File: src/rtl/seg7_scan_driver.sv
// rtl/seg7_scan_driver.sv - time-multiplexed multi-digit 7-segment scan driver
module seg7_scan_driver #(
  parameter int unsigned DIGITS         = 4,
  parameter int unsigned DIV            = 1000,
  parameter bit          HEX            = 1'b1,
  parameter bit          SEG_ACTIVE_LOW = 1'b0,
  parameter bit          AN_ACTIVE_LOW  = 1'b0
) (
  input  logic                  clk,
  input  logic                  rst_n,
  input  logic                  enable,
  input  logic                  load,
  input  logic [4*DIGITS-1:0]   value,
  input  logic [DIGITS-1:0]     dp_in,
  input  logic                  blank_lz,
  output logic [6:0]            seg,
  output logic                  dp,
  output logic [DIGITS-1:0]     an,
  output logic                  frame_done
);

  localparam int unsigned CW = (DIV > 1) ? $clog2(DIV) : 1;
  localparam int unsigned IW = (DIGITS > 1) ? $clog2(DIGITS) : 1;
  localparam logic [CW-1:0] CNT_MAX = CW'(DIV - 1);
  localparam logic [IW-1:0] IDX_MAX = IW'(DIGITS - 1);

  logic [CW-1:0]          cnt_q, cnt_d;
  logic [IW-1:0]          idx_q, idx_d;
  logic [4*DIGITS-1:0]    pend_val_q, pend_val_d;
  logic [DIGITS-1:0]      pend_dp_q, pend_dp_d;
  logic [4*DIGITS-1:0]    disp_val_q, disp_val_d;
  logic [DIGITS-1:0]      disp_dp_q, disp_dp_d;
  logic                   frame_done_q, frame_done_d;
  logic [DIGITS-1:0]      an_q, an_d;
  logic [6:0]             seg_q, seg_d;
  logic                   dp_q, dp_d;

  logic                   slot_end;
  logic [3:0]             nib;
  logic [DIGITS-1:0]      lz_vec;
  logic                   zero_run;
  logic                   active;

  // Active-high segment pattern {a..g} for one nibble
  function automatic logic [6:0] decode7(input logic [3:0] n);
    logic [6:0] s;
    case (n)
      4'h0: s = 7'b1111110;
      4'h1: s = 7'b0110000;
      4'h2: s = 7'b1101101;
      4'h3: s = 7'b1111001;
      4'h4: s = 7'b0110011;
      4'h5: s = 7'b1011011;
      4'h6: s = 7'b1011111;
      4'h7: s = 7'b1110000;
      4'h8: s = 7'b1111111;
      4'h9: s = 7'b1110011;
      4'hA: s = HEX ? 7'b1110111 : 7'b0000000;
      4'hB: s = HEX ? 7'b0011111 : 7'b0000000;
      4'hC: s = HEX ? 7'b1001110 : 7'b0000000;
      4'hD: s = HEX ? 7'b0111101 : 7'b0000000;
      4'hE: s = HEX ? 7'b1001111 : 7'b0000000;
      default: s = HEX ? 7'b1000111 : 7'b0000000;
    endcase
    return s;
  endfunction

  // Scan counters, pending/display buffers and the frame-boundary transfer
  always_comb begin
    cnt_d        = '0;
    idx_d        = '0;
    disp_val_d   = disp_val_q;
    disp_dp_d    = disp_dp_q;
    frame_done_d = 1'b0;
    pend_val_d   = load ? value : pend_val_q;
    pend_dp_d    = load ? dp_in : pend_dp_q;
    slot_end     = (cnt_q == CNT_MAX);
    if (enable) begin
      cnt_d = slot_end ? '0 : cnt_q + CW'(1);
      idx_d = idx_q;
      if (slot_end) begin
        idx_d = (idx_q == IDX_MAX) ? '0 : idx_q + IW'(1);
        if (idx_q == IDX_MAX) begin
          // Old pending contents win over a load on this same edge
          disp_val_d   = pend_val_q;
          disp_dp_d    = pend_dp_q;
          frame_done_d = 1'b1;
        end
      end
    end
  end

  // Decode of the next-state digit so the output flops line up with cnt/idx
  always_comb begin
    zero_run = 1'b1;
    lz_vec   = '0;
    for (int i = DIGITS - 1; i >= 1; i--) begin
      if (zero_run && (disp_val_d[4*i +: 4] == 4'd0)) begin
        lz_vec[i] = 1'b1;
      end else begin
        zero_run = 1'b0;
      end
    end
    nib    = disp_val_d[{idx_d, 2'b00} +: 4];
    active = (cnt_d != '0);
    an_d   = active ? (DIGITS'(1) << idx_d) : '0;
    seg_d  = (active && !(blank_lz && lz_vec[idx_d])) ? decode7(nib) : 7'b0000000;
    dp_d   = active ? disp_dp_d[idx_d] : 1'b0;
  end

  // All state and registered outputs; reset leaves every pin inactive
  always_ff @(posedge clk or negedge rst_n) begin
    if (!rst_n) begin
      cnt_q        <= '0;
      idx_q        <= '0;
      pend_val_q   <= '0;
      pend_dp_q    <= '0;
      disp_val_q   <= '0;
      disp_dp_q    <= '0;
      frame_done_q <= 1'b0;
      an_q         <= '0;
      seg_q        <= '0;
      dp_q         <= 1'b0;
    end else begin
      cnt_q        <= cnt_d;
      idx_q        <= idx_d;
      pend_val_q   <= pend_val_d;
      pend_dp_q    <= pend_dp_d;
      disp_val_q   <= disp_val_d;
      disp_dp_q    <= disp_dp_d;
      frame_done_q <= frame_done_d;
      an_q         <= an_d;
      seg_q        <= seg_d;
      dp_q         <= dp_d;
    end
  end

  assign seg        = seg_q ^ {7{SEG_ACTIVE_LOW}};
  assign dp         = dp_q ^ SEG_ACTIVE_LOW;
  assign an         = an_q ^ {DIGITS{AN_ACTIVE_LOW}};
  assign frame_done = frame_done_q;

endmodule

File: config.mk
export PLATFORM = sky130hd
export DESIGN_NAME = seg7_scan_driver
export DESIGN_NICKNAME = d
export VERILOG_FILES = /design/src/rtl/seg7_scan_driver.sv
export SDC_FILE = /design/constraint.sdc
export NUM_CORES = 1
export LEC_CHECK = 0
export CAP_MARGIN = 30
export CORE_AREA = 4 4 93 95
export CTS_CLUSTER_SIZE = 40
export DETAILED_ROUTE_END_ITERATION = 16
export DIE_AREA = 0 0 97 99
export GPL_TIMING_DRIVEN = 0
export HOLD_SLACK_MARGIN = 0.1
export PLACE_DENSITY = 0.61
export SLEW_MARGIN = 10
export SYNTH_ARGS = -nofsm -noshare
export SYNTH_HDL_FRONTEND = slang
export SYNTH_SLANG_ARGS = --single-unit
File: constraint.sdc
create_clock -name clk -period 3.81 [get_ports clk]
set_clock_uncertainty 0.15 [all_clocks]
set_input_delay 1.143 -clock clk [delete_from_list [all_inputs] [get_ports clk]]
set_output_delay 1.143 -clock clk [all_outputs]
set_load 0.005 [all_outputs]
# After elaboration in Yosys (flattened, before gate mapping)
# Memories as Yosys holds them, arrays and structs flattened.
# Cells that the tools add are included.
# W data, S select, Z words.
[totals]
register_bits = 65
rom_bits = 112
output_inout_bits = 13
n_memories = 1
[memory_table]
columns = ["memory", "depth", "width", "read_ports", "rd_ports_with_merged_regs", "write_ports", "line_no", "rtl"]
rows = [
  ["(name not given)", 16, 7, 1, 0, 0, "47", "case (n)"],
]
[op_classes]
reduce_logical = 9
shift = 2
n_mux = 25
addsub = 2
eq_ne = 2
n_lt_le_gt_ge = 1
[ops]
columns = ["operator", "n"]
rows = [
  ["$mux W16", 3],
  ["$mux W10", 2],
  ["$mux W4", 4],
  ["$shiftx A16 B5 Y4", 1],
  ["$logic_not A4 Y1", 3],
  ["$add A10 B1 Y10 const B", 1],
  ["$eq A10 B10 Y1 const B", 1],
  ["$mux W1", 10],
  ["$reduce_bool A10 Y1", 1],
  ["$mux W7", 1],
  ["$mux W2", 3],
  ["$bmux W1 S2", 2],
  ["$logic_and A1 B1 Y1", 4],
  ["$shl A1 B2 Y4 const A", 1],
  ["$lt A2 B3 Y1 const B", 1],
  ["$add A2 B1 Y2 const B", 1],
  ["$eq A2 B2 Y1 const B", 1],
  ["$logic_not A1 Y1", 1],
]

# Depth between registers and ports, before layout
[depth]
depth_word = 16
ltp_mapped = 13

# Worst setup path before layout
# Ideal clock, no wire load.
[synth_timing]
kind = "input port to flip-flop"
startpoint = "input enable"
endpoint = "register seg_q[0] (netlist: seg[0])"
path_stages = 12
path_slack_ns = 0.346
t_arrival_ns = 3.210
t_required_ns = 3.556
setup_time_ns = 0.104
cell_sequence = "nand2_1 -> nor4_2 -> buf_6 -> buf_4 -> mux2i_1 -> mux2i_1 -> mux2i_1 -> inv_1 -> ha_1 -> nand2_1 -> o21ai_1 -> a221oi_1"
[synth_between]
elab_chain_len = 13
word_cells_on_any_way = 21
[synth_rtl]
columns = ["item", "line_no", "rtl"]
rows = [
  ["start, declared", "11", "input logic enable,"],
  ["$mux W16", "78", "if (enable) begin"],
  ["$logic_not A4 Y1", "98", "if (zero_run && (disp_val_d[4*i +: 4] == 4'd0)) begin"],
  ["$mux W1", "98", ""],
  ["$logic_and A1 B1 Y1", "98", ""],
  ["$mux W1", "98", ""],
  ["$logic_and A1 B1 Y1", "98", ""],
  ["$mux W1", "98", ""],
  ["$bmux W1 S2", "107", "seg_d = (active && !(blank_lz && lz_vec[idx_d])) ? decode7(nib) : 7'b0000000;"],
  ["$mux W1 (not written as such)", "107", ""],
  ["$logic_and A1 B1 Y1", "107", ""],
  ["$logic_not A1 Y1", "107", ""],
  ["$logic_and A1 B1 Y1", "107", ""],
  ["$mux W7 *", "107", ""],
  ["net seg_d[0]", "35", "logic [6:0] seg_q, seg_d;"],
  ["end signal, assigned", "133", "seg_q <= seg_d;"],
  ["end, declared", "35", ""],
]
# The timed path passes the listed nets; every way through them passes the cells marked *. The select of a mux whose other input is x is not followed.
# A chain may end at the register's enable or synchronous reset.

# Worst setup path after layout
[layout_timing]
startpoint = "input enable"
endpoint = "register seg_q[3] (netlist: seg[3])"
# The elaborated chain is that of the path after synthesis.

==> reports/results.ini <==
[clock_network]
clk-insertion-delay-late_ns = 0.35
htreeDepth = 3
cts_root_buf = clkbuf_8
numCtsBuffers = 9
cts_tree = built
cts_sinks = 65
postCtsHoldBufs = 0
path_clk_slew_ns = 0.07
clockBufferDepth = 2

[synth]
synth_async_sr_flop_share_pct = 100
synth-seq-cells = 65
ys_top_cells_by_count = dfrtp_1, mux2_2, nor2_1
syn_avg_cell_area_um2 = 12.1
syn_nets = 286
synth.area.top_cells = dfrtp_1, mux2_2, mux2i_1, ha_1, nor2_1
synth_area_mm2 = 0.00307
synth-edff-count = 0
ys_seq_area_share_pct = 53.0
postSynthCellCount = 254
yosysTopAreaCellShare_pct = 53.0
yosys_warnings = 0
ys.flop_type = dfrtp_1
ys_types = 47
yosysMostFrequentCell = dfrtp_1
yosys.area.top_type = dfrtp_1

[sta]
min_period_ns = 3.55
tightest_slew_ns = 0.787
finalSetupViolations = 0
timing.fmax_ghz = 0.281
fin_crit_sh_pct = 93.3
slew_headroom_pct = 47.5
rsz0062_at_grt = no
hold_viol = 0
finalMaxSlewViolations = 0
whs_ns = 0.334

[die]
io_pins = 38
initial_utilization_pct = 39.7
die_y_um = 99
dieWidth_um = 97
die_area_mm2 = 0.00960
rows = 32
core-area_mm2 = 0.00773

[worst_hold_path]
holdCritStartpoint = disp_val_q[3]$_DFF_PN0_
min_path_cells = 1
hold_path_class = reg2reg

[critical_path]
endpoint_kind = flip-flop
cp-start-kind = input port
worstPathMaxFanout = 10
cp_cell_sequence = dlygate4sd2_1 > nand2_1 > nor4_4 > buf_6 > buf_6 > mux2i_2 > mux2i_1 > mux2_2 > inv_1 > ha_1 > nor3_1 > a31oi_1 > a21oi_1
worstReg2RegStart = cnt_q[0]$_DFF_PN0_
rr_worst_depth = 13
crit_top_cell = buf_6
critical_path_class = in2reg
worstPathRequired_ns = 3.92
cpMaxStageDelayCell = mux2_2
max_stage_delay_ns = 0.33
startpoint = enable
crit_arrival_ns = 3.67

[final_layout]
area_growth_pct = 24.7
drive_above_1_share_pct = 22.7
fin_nets = 336
antenna_cells = 0
nFillCells = 702
design_area_mm2 = 0.00382

[routing]
drt_wl_total_um = 5620
drc = 0
wire_per_inst_um = 13.7
num_vias = 2037
first_pass_iters = 4
ant_nets = 0
dr.first_iter.drc_count = 46
vias_per_cell = 4.96

[placed_design]
port_buffers = 36
hpwlAfterDp_um = 3980
place.gp.congestion = 0.729
dpl-instance-area_mm2 = 0.00355

[pwr]
p_switching_uw = 344
p_int_mw = 1.09
peakVddDrop_uv = 198
p_comb_share_pct = 7.0
power.total_mw = 1.43
p_per_area_mw_per_mm2 = 374
power.leakage_nw = 1.80
swShare_pct = 24.0
pwr-share-clk_pct = 41.5
p_seq_share_pct = 51.5

[global_routing]
grt_pass1_vias = 2012
antenna_found_initial = 0
gr-total-overflow = 0
grt_first_pass_wirelength_um = 9470
grtUsageTotal_pct = 12.5
grt_max_degree = 66

[job]
maxCapViolations = 0

[run_status]
status = finished clean

registers in the layout, indices dropped and copies added (netlist names):
register    count
disp_dp_q       4
frame_done      1
idx_q           2
cnt_q          10
disp_val_q     16
pend_dp_q       4
seg             7
pend_val_q     16
an              4
dp              1
power groups by stage:
| stage | sequential [mW] | clock (mW) | combinational, mW |
|---|---|---|---|
| after global routing | 0.741 | 0.641 | 0.112 |
| final | 0.736 | 0.594 | 0.100 |
| after CTS | 0.737 | 0.612 | 0.103 |
| after detailed placement | 0.750 | 0 | 0.103 |
| after floorplan | 0.746 | 0 | 0.0420 |
| after global placement | 0.749 | 0 | 0.102 |
layer usage:
layer,part of all wire (%),routed length [um],track usage [%],vias to the layer above
met5,0,0,0,-
met4,1.7,96,5.94,0
met3,3.9,221,3.54,8
met2,46,2570,19.4,34
met1,49,2730,16.1,1003
li1,-,-,-,992
metrics by stage:
stage	TNS, ns	util, %	std cells	worst slack, ns
detailed placement	-5.18	46.0	392	-0.859
floorplan	0	-	254	0.346
global route	0	49.5	411	0.0116
finish	0	49.5	411	0.255
global placement	-50.42	46.0	392	-0.821
CTS	0	49.5	411	0.239
path summary, 6_finish.rpt:
check | to | slack (ns)
setup reg to reg | seg[3]$_DFF_PN0_ | 0.52
hold reg to reg | disp_val_q[3]$_DFF_PN0_ | 0.33
min in group asynchronous | cnt_q[5]$_DFF_PN0_ | 0.73
setup / recovery | seg[3]$_DFF_PN0_ | 0.26
hold / removal | disp_val_q[3]$_DFF_PN0_ | 0.33
max in group asynchronous | disp_val_q[11]$_DFF_PN0_ | 2.26
cells by family after synthesis:
family          Yosys count  synth area share (%)
fa+ha+maj                 7                  2.85
xor+xnor                  8                  2.28
buf+inv                  28                  4.32
simple gates             65                  11.6
flops                    65                  53.0
mux                      50                  17.5
compound gates           31                  8.44
placed cells by master (no fill, tap or decap), types with 2 or more instances in the layout:
| master | Yosys | routed |
|---|---|---|
| a21oi_1 | 6 | 6 |
| ha_1 | 7 | 7 |
| nand4_1 | 2 | 2 |
| mux2i_1 | 21 | 17 |
| o31ai_1 | 2 | 2 |
| xor2_1 | 5 | 5 |
| nor4_1 | 3 | 3 |
| mux2i_2 | 0 | 3 |
| nor2_2 | 2 | 2 |
| o21ai_0 | 3 | 3 |
| buf_6 | 2 | 3 |
| clkinv_4 | 1 | 3 |
| a41o_1 | 2 | 2 |
| inv_6 | 0 | 2 |
| nand2b_1 | 4 | 4 |
| or3_1 | 2 | 2 |
| mux2_2 | 28 | 28 |
| xnor2_1 | 3 | 3 |
| and3_1 | 2 | 2 |
| nor3_1 | 3 | 3 |
| o21ai_1 | 2 | 2 |
| nor2_1 | 22 | 22 |
| a221oi_1 | 5 | 5 |
| a31oi_1 | 2 | 2 |
| a21o_1 | 2 | 2 |
| clkbuf_1 | 3 | 3 |
| clkbuf_8 | 0 | 9 |
| clkdlybuf4s50_1 | 0 | 34 |
| buf_4 | 2 | 4 |
| nand3_1 | 4 | 4 |
| dfrtp_1 | 65 | 65 |
| inv_1 | 19 | 19 |
| nand2_1 | 12 | 12 |
worst max-delay path, delay by kind of cell:
| kind | cells | cell delay [ns] |
|---|---|---|
| compound gates | 2 | 0.20 |
| simple gates | 3 | 0.59 |
| fa+ha+maj | 1 | 0.29 |
| buf+inv | 4 | 0.73 |
| mux | 3 | 0.69 |
layout make-up:
cell class | count | area (um^2) | area share, %
Buffer | 7 | 52.6 | 1.37
Clock buffer | 9 | 124 | 3.24
Clock inverter | 7 | 77.6 | 2.03
Inverter | 21 | 83.8 | 2.19
Multi-Input combinational cell | 161 | 1340 | 35.1
Sequential cell | 65 | 1630 | 42.5
Tap cell | 102 | 128 | 3.34
Timing Repair Buffer | 39 | 392 | 10.2
what timing repair did:
action / in CTS / in global routing
gates resized for setup: 8 / 0
setup buffers: 3 / 0
endpoints found under the setup margin: 7 / 0
Note: power is estimated with default switching activity, not from simulation.
